==> config.mk <==
export PLATFORM = sky130hd
export DESIGN_NAME = fetch_redirect_ctrl
export DESIGN_NICKNAME = d
export VERILOG_FILES = /design/src/rtl/fetch_redirect_ctrl_pkg.sv /design/src/rtl/redirect_prio_enc.sv /design/src/rtl/fetch_redirect_ctrl.sv
export SDC_FILE = /design/constraint.sdc
export NUM_CORES = 1
export LEC_CHECK = 0
export BUFFER_PORTS_ARGS = -buffer_cell sky130_fd_sc_hd__buf_2
export CAP_MARGIN = 40
export CORE_ASPECT_RATIO = 1.75
export CORE_MARGIN = 4
export CORE_UTILIZATION = 30
export DETAILED_ROUTE_END_ITERATION = 12
export SETUP_SLACK_MARGIN = 0.3
export SYNTH_ARGS = -nofsm -noshare
export SYNTH_HDL_FRONTEND = slang
export SYNTH_SLANG_ARGS = --single-unit
==> constraint.sdc <==
create_clock -name clk -period 2.6 [get_ports clk]
set_clock_uncertainty 0.2 [all_clocks]
set_input_delay 0.13 -clock clk [delete_from_list [all_inputs] [get_ports clk]]
set_output_delay 0.13 -clock clk [all_outputs]
set_load 0.02 [all_outputs]
==> src/rtl/fetch_redirect_ctrl_pkg.sv <==
// Shared types and constants for the fetch redirect controller.
package fetch_redirect_ctrl_pkg;

    localparam int unsigned PC_W = 32;
    localparam logic [PC_W-1:0] DEFAULT_RESET_PC = 32'h1c00_0000;

    typedef enum logic [1:0] {
        BOOT = 2'd0,
        RUN  = 2'd1,
        PEND = 2'd2,
        IDLE = 2'd3
    } state_e;

    // Ordered so that a numerically larger class always wins.
    typedef enum logic [1:0] {
        NONE = 2'd0,
        PD   = 2'd1,
        EX   = 2'd2,
        EXCP = 2'd3
    } prio_e;

    typedef struct packed {
        prio_e           cls;
        logic [PC_W-1:0] pc;
    } redirect_t;

    function automatic logic prio_ge(input prio_e a, input prio_e b);
        return a >= b;
    endfunction

endpackage

==> src/rtl/redirect_prio_enc.sv <==
// Fixed-priority select among the three redirect sources: exception > EX branch > predecode.
module redirect_prio_enc
    import fetch_redirect_ctrl_pkg::*;
(
    input  logic            excp_req,
    input  logic [PC_W-1:0] excp_pc,
    input  logic            ex_br,
    input  logic [PC_W-1:0] ex_br_pc,
    input  logic            pd_br,
    input  logic [PC_W-1:0] pd_pc,
    output redirect_t       win
);

    always_comb begin
        win = '{cls: NONE, pc: '0};
        if (excp_req) begin
            win = '{cls: EXCP, pc: excp_pc};
        end else if (ex_br) begin
            win = '{cls: EX, pc: ex_br_pc};
        end else if (pd_br) begin
            win = '{cls: PD, pc: pd_pc};
        end
    end

endmodule

==> src/rtl/fetch_redirect_ctrl.sv <==
// Front-end redirect arbiter: picks the PC-select redirect, holds it while the
// ICache is busy, drives wrong-path flushes, fetch enable and the redirect epoch.
module fetch_redirect_ctrl
    import fetch_redirect_ctrl_pkg::*;
#(
    parameter logic [31:0] RESET_PC = DEFAULT_RESET_PC,
    parameter int unsigned EPOCH_W  = 2
) (
    input  logic               clk,
    input  logic               rst,
    input  logic               excp_req,
    input  logic [PC_W-1:0]    excp_pc,
    input  logic               ex_br,
    input  logic [PC_W-1:0]    ex_br_pc,
    input  logic               pd_br,
    input  logic [PC_W-1:0]    pd_pc,
    input  logic               idle_req,
    input  logic               intr_pending,
    input  logic               icache_busy,
    input  logic               ib_full,
    output logic               redirect_valid,
    output logic [PC_W-1:0]    redirect_pc,
    output logic               flush_front,
    output logic               flush_back,
    output logic               fetch_en,
    output logic [EPOCH_W-1:0] epoch
);

    state_e    state, state_nx;
    redirect_t pend, pend_nx;
    redirect_t win;
    redirect_t merged;
    logic      any_req;
    logic      take_new;

    redirect_prio_enc u_prio_enc (
        .excp_req (excp_req),
        .excp_pc  (excp_pc),
        .ex_br    (ex_br),
        .ex_br_pc (ex_br_pc),
        .pd_br    (pd_br),
        .pd_pc    (pd_pc),
        .win      (win)
    );

    assign any_req  = excp_req | ex_br | pd_br;
    // Equal class replaces the held request: the younger target is the live one.
    assign take_new = (win.cls != NONE) && prio_ge(win.cls, pend.cls);
    assign merged   = take_new ? win : pend;

    always_ff @(posedge clk) begin
        if (rst) begin
            state <= BOOT;
            pend  <= '{cls: NONE, pc: '0};
            epoch <= '0;
        end else begin
            state <= state_nx;
            pend  <= pend_nx;
            epoch <= epoch + EPOCH_W'(redirect_valid);
        end
    end

    always_comb begin
        state_nx       = state;
        pend_nx        = pend;
        redirect_valid = 1'b0;
        redirect_pc    = '0;
        flush_front    = any_req;
        flush_back     = excp_req | ex_br;
        fetch_en       = 1'b0;

        case (state)
            BOOT: begin
                redirect_valid = 1'b1;
                redirect_pc    = RESET_PC;
                state_nx       = RUN;
            end
            RUN: begin
                fetch_en = ~icache_busy & ~ib_full & ~any_req;
                if (win.cls != NONE) begin
                    if (!icache_busy) begin
                        redirect_valid = 1'b1;
                        redirect_pc    = win.pc;
                    end else begin
                        pend_nx  = win;
                        state_nx = PEND;
                    end
                end else if (idle_req) begin
                    state_nx = IDLE;
                end
            end
            PEND: begin
                if (!icache_busy) begin
                    redirect_valid = 1'b1;
                    redirect_pc    = merged.pc;
                    pend_nx        = '{cls: NONE, pc: '0};
                    state_nx       = RUN;
                end else begin
                    pend_nx = merged;
                end
            end
            IDLE: begin
                // Only an exception can wake with a redirect; branches just flush.
                if (win.cls == EXCP) begin
                    if (!icache_busy) begin
                        redirect_valid = 1'b1;
                        redirect_pc    = win.pc;
                        state_nx       = RUN;
                    end else begin
                        pend_nx  = win;
                        state_nx = PEND;
                    end
                end else if (intr_pending) begin
                    state_nx = RUN;
                end
            end
            default: state_nx = BOOT;
        endcase

        if (rst) begin
            redirect_valid = 1'b0;
            redirect_pc    = '0;
            flush_front    = 1'b0;
            flush_back     = 1'b0;
            fetch_en       = 1'b0;
        end
    end

endmodule
=== Yosys cells after proc, flatten, opt, wreduce, memory -nomap -nowiden ===
Index checks and enable logic that the tools add are counted.

* Register bits: 38
* Input bits: 105
* Output and inout bits: 38
* Logic and storage cells: 63

* Add/subtract/negate cells: 1
* $lt $le $gt $ge: 1
* Equal/unequal tests: 11
* Muxes and demuxes: 32
* Bitwise operators: 7
* Reductions and logical operators: 7

{| class="wikitable"
|+ Operators by type and width
! operator !! number
|-
| 34-bit two-way mux || 7
|-
| 32-bit two-way mux || 5
|-
| 32-bit case mux with 4 select lines || 1
|-
| 34-bit case mux with 3 select lines || 1
|-
| 33-bit two-way mux || 1
|-
| 2-bit two-way mux || 7
|-
| 3-bit != test (second input constant) || 4
|-
| 1-bit two-way mux || 8
|-
| 2-bit case mux with 4 select lines || 1
|-
| 4-bit AND reduction || 2
|-
| 2-bit equality test (second input constant) || 3
|-
| 2-bit != test (second input constant) || 3
|-
| 1-bit case mux with 4 select lines || 1
|-
| 1-bit inverter || 3
|-
| 3-bit AND reduction || 1
|-
| 3-bit nonzero test || 1
|-
| 2-bit by 1-bit adder with 2-bit output || 1
|-
| 1-bit bitwise AND || 2
|-
| 2-bit by 1-bit equality test with 1-bit output (second input constant) || 1
|-
| 2-bit greater-or-equal comparator || 1
|-
| 2-bit logical NOT || 1
|-
| 1-bit OR || 2
|-
| 2-bit nonzero test || 1
|-
| 1-bit logical AND || 1
|}

=== Depth between registers and ports, before layout ===
Gate-level depths: netlist of run 1.

* Depth in word-level cells: 9
* Depth in mapped cells: 11
* Depth with buffers taken out: 7

=== By module ===
A second synthesis of run 1 with hierarchy kept.

* Cell total of the unflattened synthesis: 493
* Area, all modules: 3585.9 µm²

{| class="wikitable"
|+ Modules (own cells, without submodules)
! module !! times used !! cells an instance !! area an instance (µm²) !! sequential area each (µm²)
|-
| fetch_redirect_ctrl || 1 || 344 || 2658.8 || 760.7
|-
| redirect_prio_enc || 1 || 149 || 927.1 || 0.0
|}

=== Worst setup path after synthesis of run 1 ===
OpenSTA, ideal clock, no wires.

* Path kind: input to output
* From: input ex_br
* To: output redirect_pc[12]
* Arrival time: 2.321 ns
* Required time: 2.270 ns
* Setup slack: -0.051 ns
* Stages: 11
* Buffers on the path: 4
* Cells stage by stage: clkbuf_1 clkbuf_1 nor2_1 inv_1 ha_1 and4bb_2 or3_1 buf_2 o22ai_2 buf_2 a22o_1

* Word-level cells in the longest chain between the ends: 8
* Elaborated cells on any way between the ends: 13
* Those cells by class: order compare (1); eq/ne (1); mux (9); reduce/logical (2)

{| class="wikitable"
|+ RTL lines
! element !! line !! source
|-
| start, declared || fetch_redirect_ctrl.sv:13 || <nowiki>input logic ex_br,</nowiki>
|-
| 34-bit two-way mux (*) || redirect_prio_enc.sv:18 || <nowiki>end else if (ex_br) begin</nowiki>
|-
| 34-bit two-way mux (*) || redirect_prio_enc.sv:16 || <nowiki>if (excp_req) begin</nowiki>
|-
| 2-bit greater-or-equal comparator or 2-bit nonzero test (tied branches) || fetch_redirect_ctrl_pkg.sv:28, fetch_redirect_ctrl.sv:48, fetch_redirect_ctrl.sv:80 ||
|-
| 1-bit logical AND || fetch_redirect_ctrl.sv:48 || <nowiki>assign take_new = (win.cls != NONE) && prio_ge(win.cls, pend.cls);</nowiki>
|-
| 34-bit two-way mux || fetch_redirect_ctrl.sv:49 || <nowiki>assign merged = take_new ? win : pend;</nowiki>
|-
| 32-bit two-way mux || fetch_redirect_ctrl.sv:93 || <nowiki>if (!icache_busy) begin</nowiki>
|-
| 32-bit case mux with 4 select lines (*) || fetch_redirect_ctrl.sv:72 || <nowiki>case (state)</nowiki>
|-
| 32-bit two-way mux (*) || fetch_redirect_ctrl.sv:120 || <nowiki>if (rst) begin</nowiki>
|-
| end, declared || fetch_redirect_ctrl.sv:22 || <nowiki>output logic [PC_W-1:0] redirect_pc,</nowiki>
|}

Every way passes the cells marked *; elsewhere a longest branch is shown, timed or not. The select of a mux whose other input is x is not followed.

=== Worst setup path in the final report of run 1 ===
* From: register pend[33] in the netlist's numbering
* To: output redirect_pc[22]

* Word-level cells in the longest chain between the ends: 6

{| class="wikitable"
|+ RTL lines
! element !! line !! source
|-
| start, declared || fetch_redirect_ctrl.sv:30 || <nowiki>redirect_t pend, pend_nx;</nowiki>
|-
| start signal, assigned || fetch_redirect_ctrl.sv:54 || <nowiki>pend <= '{cls: NONE, pc: '0};</nowiki>
|-
| start signal, assigned || fetch_redirect_ctrl.sv:58 || <nowiki>pend <= pend_nx;</nowiki>
|-
| 2-bit greater-or-equal comparator || fetch_redirect_ctrl_pkg.sv:28 || <nowiki>return a >= b;</nowiki>
|-
| 1-bit logical AND || fetch_redirect_ctrl.sv:48 ||
|-
| 34-bit two-way mux || fetch_redirect_ctrl.sv:49 ||
|-
| 32-bit two-way mux || fetch_redirect_ctrl.sv:93 ||
|-
| 32-bit case mux with 4 select lines || fetch_redirect_ctrl.sv:72 ||
|-
| 32-bit two-way mux || fetch_redirect_ctrl.sv:120 ||
|}

Every way passes these cells. The select of a mux whose other input is x is not followed.

==> metrics.md, run 1 <==
| Metric | Value |
|---|---|
| Status | completed |
| CP Data Required Time | 2.27 ns |
| Fin Hold WS | 0.04193 ns |
| Cell area power density | 411.8 mW/mm2 |
| Hold Fails Final Rpt | 0 |
| Initial antenna violation count | 0 |
| Final wirelength | 12.68 mm |
| Global-route wire length before repair | 19.31 mm |
| Worst stage delay on the critical path | 0.37 ns |
| DRC viols | 0 |
| Critical path endpoint category | primary output |
| Die Ht | 147.2 um |
| Core Region | 0.01076 mm2 |
| Post-layout min period | 2.449 ns |
| Layout Nets | 651 |
| I/O Buffers | 142 |
| Share of layout cells above drive strength 1 | 43.01% |
| Hold crit path type | in -> reg |
| Crit path DAT | 2.12 ns |
| Comb pwr share | 37.9% |
| Synth Net Count | 509 |
| Top Family by Delay on Critical Path | simple AND/OR/NAND/NOR gates |
| Post-synth EDFFs | 0 |
| Mapped Area | 0.003323 mm2 |
| Longest Clk Path Bufs | 2 |
| Critical-path cell list | inv_2 > ha_4 > and4bb_2 > or3_4 > o22ai_4 > clkbuf_16 > a22o_4 > buf_6 |
| Clock slew at reported path FFs | 0.06 ns |
| Slew at the pin closest to its max-slew limit | 0.9320 ns |
| RSZ-0062 raised after global routing | yes |
| R2R setup slack | 0.41 ns |
| #FFs+latches synth | 38 |
| Post-layout util | 45.55% |
| Clock insertion delay at the later pin of the skew report | 0.28 ns |
| Async SR Flop Fraction | 0% |
| Initial core utilization | 30.88% |
| First drt pass iteration count | 5 |
| Synth Flop Type | dfxtp_1 |
| Vias | 3955 |
| CP max-delay cell | or3_4 |
| Largest net degree at the start of global routing | 71 |
| Final period util | 94.18% |
| Area Overhead vs Synth | 47.48% |
| CTS tree | done |
| Clk pwr share | 29.1% |
| IO Count | 143 |
| Slew Viols, Final | 0 |
| Avg WL per Cell | 18.81 um |
| Final setup viols | 0 |
| Final GP Congestion | 0.8462 |
| Net Sw Frac | 33.39% |
| Filler cells | 1056 |
| Site Rows | 50 |
| Global route total overflow | 0 |
| Post-DRT Antenna Nets | 0 |
| Nature of the critical path startpoint | flip-flop |
| Buffers & Inverters on Critical Path | 3 |
| Yosys cell types | 46 |
| Number of synthesis warnings | 0 |
| Ant. Diodes | 0 |
| Die ar. | 0.01289 mm2 |
| Post-synthesis sequential area ratio | 22.89% |
| Max_cap viols | 0 |
| Setup total negative slack | 0 ns |
| H-tree depth | 2 |
| NetSw | 673.8 uW |
| Drt via density | 5.868 |
| Syn Inst Count | 402 |
| GRT Total Usage | 18.69% |
| Clock Sink Count | 38 |
| Drt initial violations | 227 |
| Rel. slew slack | 37.86% |
| Largest fanout on the critical path | 7 |
| Leakage power | 2.178 nW |
| Chip Width | 87.56 um |
| Vias in the first global route | 3866 |
| P_int | 1.345 mW |
| Crit Path Class | reg -> out |
| Fmax | 408.4 MHz |
| Peak supply drop | 0.2592 mV |
| Flop pwr share | 32.9% |
| TritonCTS Buffers | 5 |
| DP Wirelength | 9.135 mm |
| Syn Area/Cell | 8.267 um2 |
| CTS root buf | clkbuf_16 |
[worst paths after layout]
kind | endpoint | cells past startpoint | start
worst max-delay path | redirect_pc[22] | 8 | pend[33]$_SDFFE_PP0P_
worst min-delay path | state[1]$_SDFFE_PP0P_ | 3 | rst
worst max register to register | pend[22]$_SDFFE_PP0P_ | 8 | pend[33]$_SDFFE_PP0P_
worst min register to register | pend[33]$_SDFFE_PP0P_ | 1 | pend[33]$_SDFFE_PP0P_
[placed cells by master, fill, tap and decap left out, types with 3 or more instances in the layout]
cell,n
nor2b_1,21
a21oi_1,51
mux2i_1,11
a22o_4,11
a22o_1,6
and3_1,16
nand3b_1,32
a22oi_1,14
a2bb2oi_1,15
clkbuf_16,6
o21ai_0,3
buf_12,4
a221o_1,15
o22ai_2,10
nand2b_1,3
buf_6,18
inv_1,4
nor2_1,7
o22ai_1,6
a32o_1,17
o211ai_1,17
a21o_1,18
mux2i_2,6
dfxtp_1,37
buf_2,114
buf_4,37
[synth_stat cells (2+ instances only)]
library cell | count | area share (%)
a21oi_1 | 53 | 8.0
dfxtp_1 | 38 | 23
nand3b_1 | 32 | 7.2
clkbuf_1 | 25 | 2.8
nor2b_1 | 22 | 4.1
a21o_1 | 18 | 4.1
a22o_1 | 17 | 4.5
a32o_1 | 17 | 5.1
mux2i_1 | 17 | 5.1
o211ai_1 | 17 | 3.8
and3_1 | 16 | 3.0
o22ai_1 | 16 | 3.0
a221o_1 | 15 | 4.5
a2bb2oi_1 | 15 | 4.0
a22oi_1 | 14 | 3.2
buf_2 | 11 | 1.7
nor2_1 | 10 | 1.1
inv_1 | 5 | 0.56
buf_4 | 3 | 0.68
nand2b_1 | 3 | 0.56
o21ai_0 | 3 | 0.45
or3_1 | 3 | 0.56
and3b_1 | 2 | 0.53
buf_1 | 2 | 0.23
buf_6 | 2 | 0.68
ha_1 | 2 | 0.75
nand2_1 | 2 | 0.23
nor4_1 | 2 | 0.38
o221ai_1 | 2 | 0.53
or2_2 | 2 | 0.38
[area by class of cell]
| class | count | area, um2 | area share, % |
|---|---|---|---|
| sequential | 38 | 762.0 | 15.55 |
| timing repair buffer | 178 | 1206 | 24.61 |
| inverter | 6 | 22.52 | 0.4595 |
| clock buffer | 7 | 132.6 | 2.706 |
| tap | 130 | 162.7 | 3.319 |
| multi-input combinational | 315 | 2615 | 53.36 |
[metrics by stage]
stage	area [um2]	power (mW)	std cells	setup WS, ns
6_report	4901	2.018	674	0.1514
5_1_grt	4901	2.116	674	0.08599
4_1_cts	4830	2.003	672	0.09963
3_5_place_dp	4409	1.355	655	0.2437
3_3_place_gp	4402	1.338	654	0.2915
2_1_floorplan	3553	1.135	402	0.2977
[metal layers]
metal  GRT usage [%]  vias up  routed length (um)
met2           34.25      156                6835
li1                -     1901                   -
met5               0        -                   0
met4           9.217        0                 410
met1           20.04     1869                4671
met3           2.806       29                 757
[flip-flops by register name (all words and copies together) (netlist names)]
signal  cells
epoch       2
pend       34
state       2
[cell families after synthesis]
group,synth area share [%]
AOI/OAI and AO/OA,44.35
and+or+nand+nor,19.54
buffers and inverters,6.739
DFF,22.89
muxes,5.459
adders and majority gates,0.7529
xor gates and xnor gates,0.2636
[power by group through the flow]
stage / sequential (mW) / combinational, mW / clock [mW]
after CTS: 0.662 / 0.741 / 0.599
after global placement: 0.672 / 0.666 / 0
final: 0.665 / 0.766 / 0.588
after global routing: 0.668 / 0.827 / 0.621
after floorplan: 0.668 / 0.466 / 0
after detailed placement: 0.673 / 0.682 / 0
[tightest hold or removal path: cells and delay by family]
family,cells,cell delay (ns)
buf+inv,2,0.29
compound gates,1,0.06
[timing repair]
action / 4_1_cts / 5_1_grt
hold buffers: 2 / 0
gates resized for setup: 54 / 15
endpoints found under the hold margin: 2 / 0
buffers inserted: 6 / 2
pin swaps: 14 / 8
cloned: 2 / 0
setup endpoints to repair: 34 / 49
Power figures use the tool's default switching activity.
==> inputs of run 2 (changes only) <==
ABC_AREA = 1   (was not set)
==> metrics.md, run 2 <==
| Metric | Value |
|---|---|
| Status | completed |
| Most numerous cell in the Yosys netlist | nand3_1 |
| Top cells by area, synth | dfxtp_1, nand3_1, nand2_1 |
| Final period util | 86.10% (-8.1 points) |
| Clock insertion delay at the later pin of the skew report | 0.29 ns (about the same) |
| Global-route wire length before repair | 24.29 mm (+26%) |
| Peak supply drop | 0.2723 mV (+5.1%) |
| Number of synthesis warnings | 0 (unchanged) |
| CP Data Required Time | 2.27 ns (about the same) |
| First drt pass iteration count | 5 (unchanged) |
| Core Region | 0.01294 mm2 (+20%) |
| Post-synth EDFFs | 0 (unchanged) |
| Drt via density | 5.057 (-14%) |
| Max layer used | met4 |
| Slew Viols, Final | 0 (unchanged) |
| Setup total negative slack | 0 ns (unchanged) |
| Met1 wire length | 6.047 mm (+29%) |
| Rel. slew slack | 67.35% (+29 points) |
| Hold crit path type | in -> reg |
| Crit path DAT | 1.91 ns (-0.21 ns) |
| H-tree depth | 2 (unchanged) |
| Met3 WL | 691 um (-8.7%) |
| Vias | 5072 (+28%) |
| Final non-filler cell area | 0.005299 mm2 (+8.1%) |
| Clock Sink Count | 38 (unchanged) |
| Initial core utilization | 30.61% (-0.27 points) |
| Top cell by count, worst path | nand2_8 |
| Mapped Area | 0.003960 mm2 (+19%) |
| Max reg flops | 34 (unchanged) |
| Finished Layout Cells | 1003 (+49%) |
| Vias in the first global route | 4952 (+28%) |
| I/O Buffers | 142 (unchanged) |
| #FFs+latches synth | 38 (unchanged) |
| Longest Clk Path Bufs | 2 (unchanged) |
| CTS tree | done |
| FF-to-FF End | pend[12]$_SDFFE_PP0P_ |
| Critical path endpoint category | primary output |
| Met2 Wirelength | 8.441 mm (+23%) |
| R2R setup slack | 0.63 ns (+0.22 ns) |
| Leakage power | 2.546 nW (+17%) |
| Slew at the pin closest to its max-slew limit | 0.4847 ns (-0.4474 ns) |
| Syn Area/Cell | 5.609 um2 (-32%) |
| Largest Register | pend |
| Initial antenna violation count | 2 (+2) |
| Clock slew at reported path FFs | 0.06 ns (about the same) |
| Fin Hold WS | 0.009111 ns (-0.03282 ns) |
| Yosys cell types | 29 (-37%) |
| Final GP Congestion | 0.8291 (-2.0%) |
| Synth Flop Type | dfxtp_1 |
| TritonCTS Buffers | 5 (unchanged) |
| Chip Width | 94.85 um (+8.3%) |
| Hold endpoint | state[1]$_SDFFE_PP0P_ |
| Cell area power density | 509.7 mW/mm2 (+24%) |
| Commonest cells after routing, fill and taps aside | nand3_1, buf_2, nand2_1 |
| Placed insts | 985 (+50%) |
| Syn Inst Count | 706 (+76%) |
| Worst stage delay on the critical path | 0.33 ns (-0.04 ns) |
| Hold Fails Final Rpt | 0 (unchanged) |
| Global route total overflow | 0 (unchanged) |
| Share of layout cells above drive strength 1 | 29.16% (-14 points) |
| Largest fanout on the critical path | 6 (-1) |
| Fmax | 446.7 MHz (+9.4%) |
| Layout Nets | 936 (+44%) |
| Hold Crit Depth | 5 (+2) |
| Die ar. | 0.01518 mm2 (+18%) |
| Cell taking the most area after synthesis | dfxtp_1 |
| Worst r2r src | state[0]$_SDFFE_PP0P_ |
| Max_cap viols | 0 (unchanged) |
| Site Rows | 55 (+10%) |
| Crit Path Class | reg -> out |
| Largest registers | pend: 34 flops, epoch: 2 flops, state: 2 flops |
| Hold Crit Start | idle_req |
| Post-layout min period | 2.239 ns (-0.2101 ns) |
| Async SR Flop Fraction | 0% (unchanged) |
| Critical-path cell list | inv_2 > ha_4 > nand2_2 > nand2_8 > nand2_8 > buf_6 > nand2_1 > nand3_1 > a21oi_2 > buf_4 |
| Placed Area | 0.004792 mm2 (+8.7%) |
| Avg WL per Cell | 15.74 um (-16%) |
| Post-DRT Antenna Nets | 0 (unchanged) |
| CP max-delay cell | dfxtp_2 |
| Post-synth top area share | 19.21% (-3.7 points) |
| Drt initial violations | 275 (+21%) |
| IO Count | 143 (unchanged) |
| Nature of the critical path startpoint | flip-flop |
| Reg2reg path depth | 7 (-1) |
| CTS root buf | clkbuf_16 |
| Final setup viols | 0 (unchanged) |
| Post-synth top cells | nand3_1, nand2_1, inv_1, a21oi_1, o21ai_0 |
| Post-synthesis sequential area ratio | 19.21% (-3.7 points) |
| GRT Total Usage | 20.21% (+1.5 points) |
| Filler cells | 1485 (+41%) |
| DRC viols | 0 (unchanged) |
| Post-layout util | 40.96% (-4.6 points) |
| Synth Net Count | 813 (+60%) |
| Most common cell after layout, fill and taps aside | nand3_1 |
| DP Wirelength | 10.96 mm (+20%) |
| Area Overhead vs Synth | 33.81% |
| Die Ht | 160.0 um (+8.7%) |
| RSZ-0062 raised after global routing | no |
| Largest net degree at the start of global routing | 45 (-37%) |
| Final wirelength | 15.78 mm (+25%) |
[run 2: cell types whose count changed in the layout (fill, tap and decap cells not counted), sizes merged, moves of 18 or more]
cell and delta:
a21o -18, a21oi +44, inv +95, nand2 +123, nand3 +140, nand3b -31, nor2 +18, nor2b -22
o21ai +100, o22ai -18
[run 2: routing by layer]
layer	GRT usage [%]	vias to the layer above
li1	-	2581
met1	22.84	2328
met2	36.11	133
met3	2.875	30
met4	9.724	0
met5	0	-
[run 2: worst max-delay path by stage]
stage,start,to,slack (ns),depth (start not counted)
finish,pend[33]$_SDFFE_PP0P_,redirect_pc[7],0.36,10
floorplan,state[0]$_SDFFE_PP0P_,epoch[1]$_SDFF_PP0_,0.40,10
detailed placement,excp_req,redirect_pc[20],0.38,12
CTS,state[0]$_SDFFE_PP0P_,redirect_pc[20],0.30,9
global route,pend[33]$_SDFFE_PP0P_,redirect_pc[0],0.29,10
global placement,excp_req,redirect_pc[20],0.41,12
[run 2: cell type report]
class | instances | area, um2 | share of cell area [%]
inverters | 102 | 386.6 | 7.296
flip-flops and latches | 38 | 767.0 | 14.47
multi-input cells | 511 | 2670 | 50.39
diodes | 2 | 5.005 | 0.09445
well taps | 171 | 214.0 | 4.038
clock inverters | 2 | 12.51 | 0.2361
repair buffers | 171 | 1105 | 20.85
clock buffers | 6 | 138.9 | 2.621
[run 2: stage by stage]
step                      setup WS [ns]  power, mW
after floorplan                  0.4011      1.580
after global routing             0.2944      2.905
final                            0.3615      2.701
after detailed placement         0.3815      1.893
after global placement           0.4053      1.877
after CTS                        0.2954      2.556
[run 2: power by group]
part           switching [mW]  internal (mW)  leakage (nW)
registers              0.0609          0.686         0.315
logic                   0.822          0.490          2.16
clock network           0.262          0.380        0.0729
total                    1.14           1.56          2.55
[run 2: critical path, delay by kind of cell (launching register included)]
kind | cells | cell delay, ns
AO/OA/AOI/OAI | 1 | 0.20
adder cells (fa/ha/maj) | 1 | 0.26
buffers and inverters | 3 | 0.37
flip-flops | 1 | 0.33
AND/OR/NAND/NOR | 5 | 0.45
[run 2: cell families after synthesis]
kind of cell    share of synthesized area [%]
simple gates                            35.58
compound gates                          26.54
buf+inv                                 17.82
flops                                   19.21
fa+ha+maj                              0.6318
xor+xnor                               0.2212
[run 2: repair_timing]
item                                   CTS  global route
setup endpoints to repair               24            31
endpoints found under the hold margin    3             0
pin swaps                                0             8
resized for setup                        6            62
cloned                                   1             4
hold buffers                             1             0
setup buffers                            0             2
==> inputs of run 3 (changes only) <==
CORE_MARGIN = 2   (was 4)
==> metrics.md, run 3 (synthesized netlist as in run 2, its figures left out) <==
| Metric | Value |
|---|---|
| Crit Path Class | reg -> out |
| CTS tree | done |
| Pre-CTS WS | 0.1626 ns (-0.2189 ns) |
| Leakage power | 2.530 nW (-0.61%) |
| FF-to-FF End | pend[8]$_SDFFE_PP0P_ |
| Slew at the pin closest to its max-slew limit | 0.8723 ns (+0.3877 ns) |
| Fmax | 441.2 MHz (-1.2%) |
| Hold endpoint | state[1]$_SDFFE_PP0P_ |
| R2R setup slack | 0.58 ns (-0.05 ns) |
| Hold Crit Start | idle_req |
| Clock slew at reported path FFs | 0.06 ns (about the same) |
| Reg2reg path depth | 9 (+2) |
| CTS root buf | clkbuf_16 |
| TritonCTS Buffers | 5 (unchanged) |
| Setup total negative slack | 0 ns (unchanged) |
| Crit. Startpoint | state[0]$_SDFFE_PP0P_ |
| Most common cell after layout, fill and taps aside | nand3_1 |
| Filler cells | 1496 (+0.74%) |
| Drt initial violations | 314 (+14%) |
| Die Ht | 156.0 um (-2.5%) |
| Slew Viols, Final | 0 (unchanged) |
| Avg WL per Cell | 15.44 um (-1.9%) |
| P_int | 1.605 mW (+3.1%) |
| Max reg flops | 34 (unchanged) |
| Largest net degree at the start of global routing | 67 (+49%) |
| IO Count | 143 (unchanged) |
| Flop pwr share | 27.2% (-0.4 points) |
| Hold Crit Depth | 5 (unchanged) |
| Comb pwr share | 46.9% (-1.7 points) |
| Net Sw Frac | 41.01% (-1.4 points) |
| Initial antenna violation count | 1 (-1) |
| First drt pass iteration count | 6 (+1) |
| CP Data Required Time | 2.27 ns (about the same) |
| Global route total overflow | 0 (unchanged) |
| Rel. slew slack | 41.53% (-26 points) |
| Peak supply drop | 0.3022 mV (+11%) |
| Clock insertion delay at the later pin of the skew report | 0.28 ns (about the same) |
| H-tree depth | 2 (unchanged) |
| Global-route wire length before repair | 23.78 mm (-2.1%) |
| Site Rows | 55 (unchanged) |
| Largest registers | pend: 34 flops, epoch: 2 flops, state: 2 flops |
| Largest Register | pend |
| Critical path endpoint category | primary output |
| Chip Width | 90.85 um (-4.2%) |
| Final setup viols | 0 (unchanged) |
| I/O Buffers | 142 (unchanged) |
| Longest Clk Path Bufs | 2 (unchanged) |
| Drt via density | 5.102 (+0.89%) |
| Status | completed |
| Final GP Congestion | 0.8375 (+1.0%) |
| DP Wirelength | 10.53 mm (-3.9%) |
| DRC viols | 0 (unchanged) |
| Commonest cells after routing, fill and taps aside | nand3_1, buf_2, nand2_1 |
| Die ar. | 0.01417 mm2 (-6.6%) |
| Core Region | 0.01294 mm2 (unchanged) |
| Final WS setup | 0.3336 ns (-0.02789 ns) |
| Hold Fails Final Rpt | 0 (unchanged) |
| Initial core utilization | 30.61% (unchanged) |
| Nature of the critical path startpoint | flip-flop |
| Post-DRT Antenna Nets | 0 (unchanged) |
| Vias | 5102 (+0.59%) |
| Clock Sink Count | 38 (unchanged) |
| Post-layout min period | 2.266 ns (+0.02789 ns) |
| GRT Total Usage | 20.70% (+0.49 points) |
| Layout Nets | 934 (-0.21%) |
| Final period util | 87.17% (+1.1 points) |
| Total power | 2.721 mW (+0.74%) |
| Vias in the first global route | 4737 (-4.3%) |
| Clk pwr share | 25.9% (+2.1 points) |
| RSZ-0062 raised after global routing | yes |
| Final wirelength | 15.44 mm (-2.2%) |
| Cell area power density | 521.1 mW/mm2 (+2.2%) |
| Worst r2r src | state[0]$_SDFFE_PP0P_ |
| NetSw | 1.116 mW (-2.5%) |
| Max_cap viols | 0 (unchanged) |
| Share of layout cells above drive strength 1 | 28.14% (-1.0 points) |
| Crit path DAT | 1.94 ns (+0.03 ns) |
| Area Overhead vs Synth | 31.85% |
| Hold crit path type | in -> reg |
| Largest fanout on the critical path | 16 (+10) |
[run 3: layout make-up]
cell class | instances | area, um2 | share of cell area [%]
tap | 171 | 214.0 | 4.098
clock buffer | 7 | 132.6 | 2.540
clock inverter | 1 | 30.03 | 0.5751
timing repair buffer | 169 | 1042 | 19.96
inverter | 102 | 386.6 | 7.405
multi-input combinational | 511 | 2649 | 50.73
sequential | 38 | 764.5 | 14.64
antenna | 1 | 2.502 | 0.04793
[run 3: power by group through the flow]
stage / Sequential (mW) / Clock (mW) / Combinational (mW)
2_1_floorplan: 0.739 / 0 / 0.841
3_3_place_gp: 0.749 / 0 / 1.12
3_5_place_dp: 0.748 / 0 / 1.14
4_1_cts: 0.737 / 0.711 / 1.18
5_1_grt: 0.751 / 0.741 / 1.42
6_report: 0.740 / 0.705 / 1.28
[run 3: metal layers]
metal	share of wire [%]	up-vias	GRT usage, %	routed length (um)
li1	-	2575	-	-
met1	39	2318	23.78	6003
met2	52	179	38.10	8057
met3	4.9	30	1.836	755
met4	4.1	0	10.17	626
met5	0	-	0	0
[run 3: worst max path at each step]
| stage | to | slack, ns | cells after the start |
|---|---|---|---|
| final | redirect_pc[7] | 0.33 | 9 |
| after global routing | redirect_pc[28] | 0.28 | 11 |
| after CTS | redirect_pc[28] | 0.30 | 12 |
| after detailed placement | pend[8]$_SDFFE_PP0P_ | 0.16 | 8 |
| after global placement | redirect_pc[28] | 0.18 | 12 |
| after floorplan | epoch[1]$_SDFF_PP0_ | 0.40 | 10 |
[run 3: per-stage QoR]
step                      std cells  util (%)  hold slack [ns]  area [um2]
final                          1000     40.36          0.03077        5221
after global routing           1000     40.36          0.07902        5221
after CTS                       996     38.78          0.02118        5017
after floorplan                 706         -           0.1754        3966
after global placement          984     36.83           0.2291        4765
after detailed placement        985     36.98           0.2369        4785
[run 3: what timing repair did]
item	CTS	global route
pin swaps	1	6
gates cloned	2	1
gates resized for setup	11	40
hold buffers	1	0
hold endpoints to repair	3	0
setup endpoints to repair	50	50
buffers inserted	0	2
[run 3: critical path, stage by stage (launching register included)]
cell	delay, ns
dfxtp_2	0.39
inv_2	0.06
nor2_2	0.11
inv_2	0.07
nor2_4	0.16
inv_4	0.13
o21ai_0	0.24
inv_1	0.09
a21oi_2	0.20
buf_2	0.20
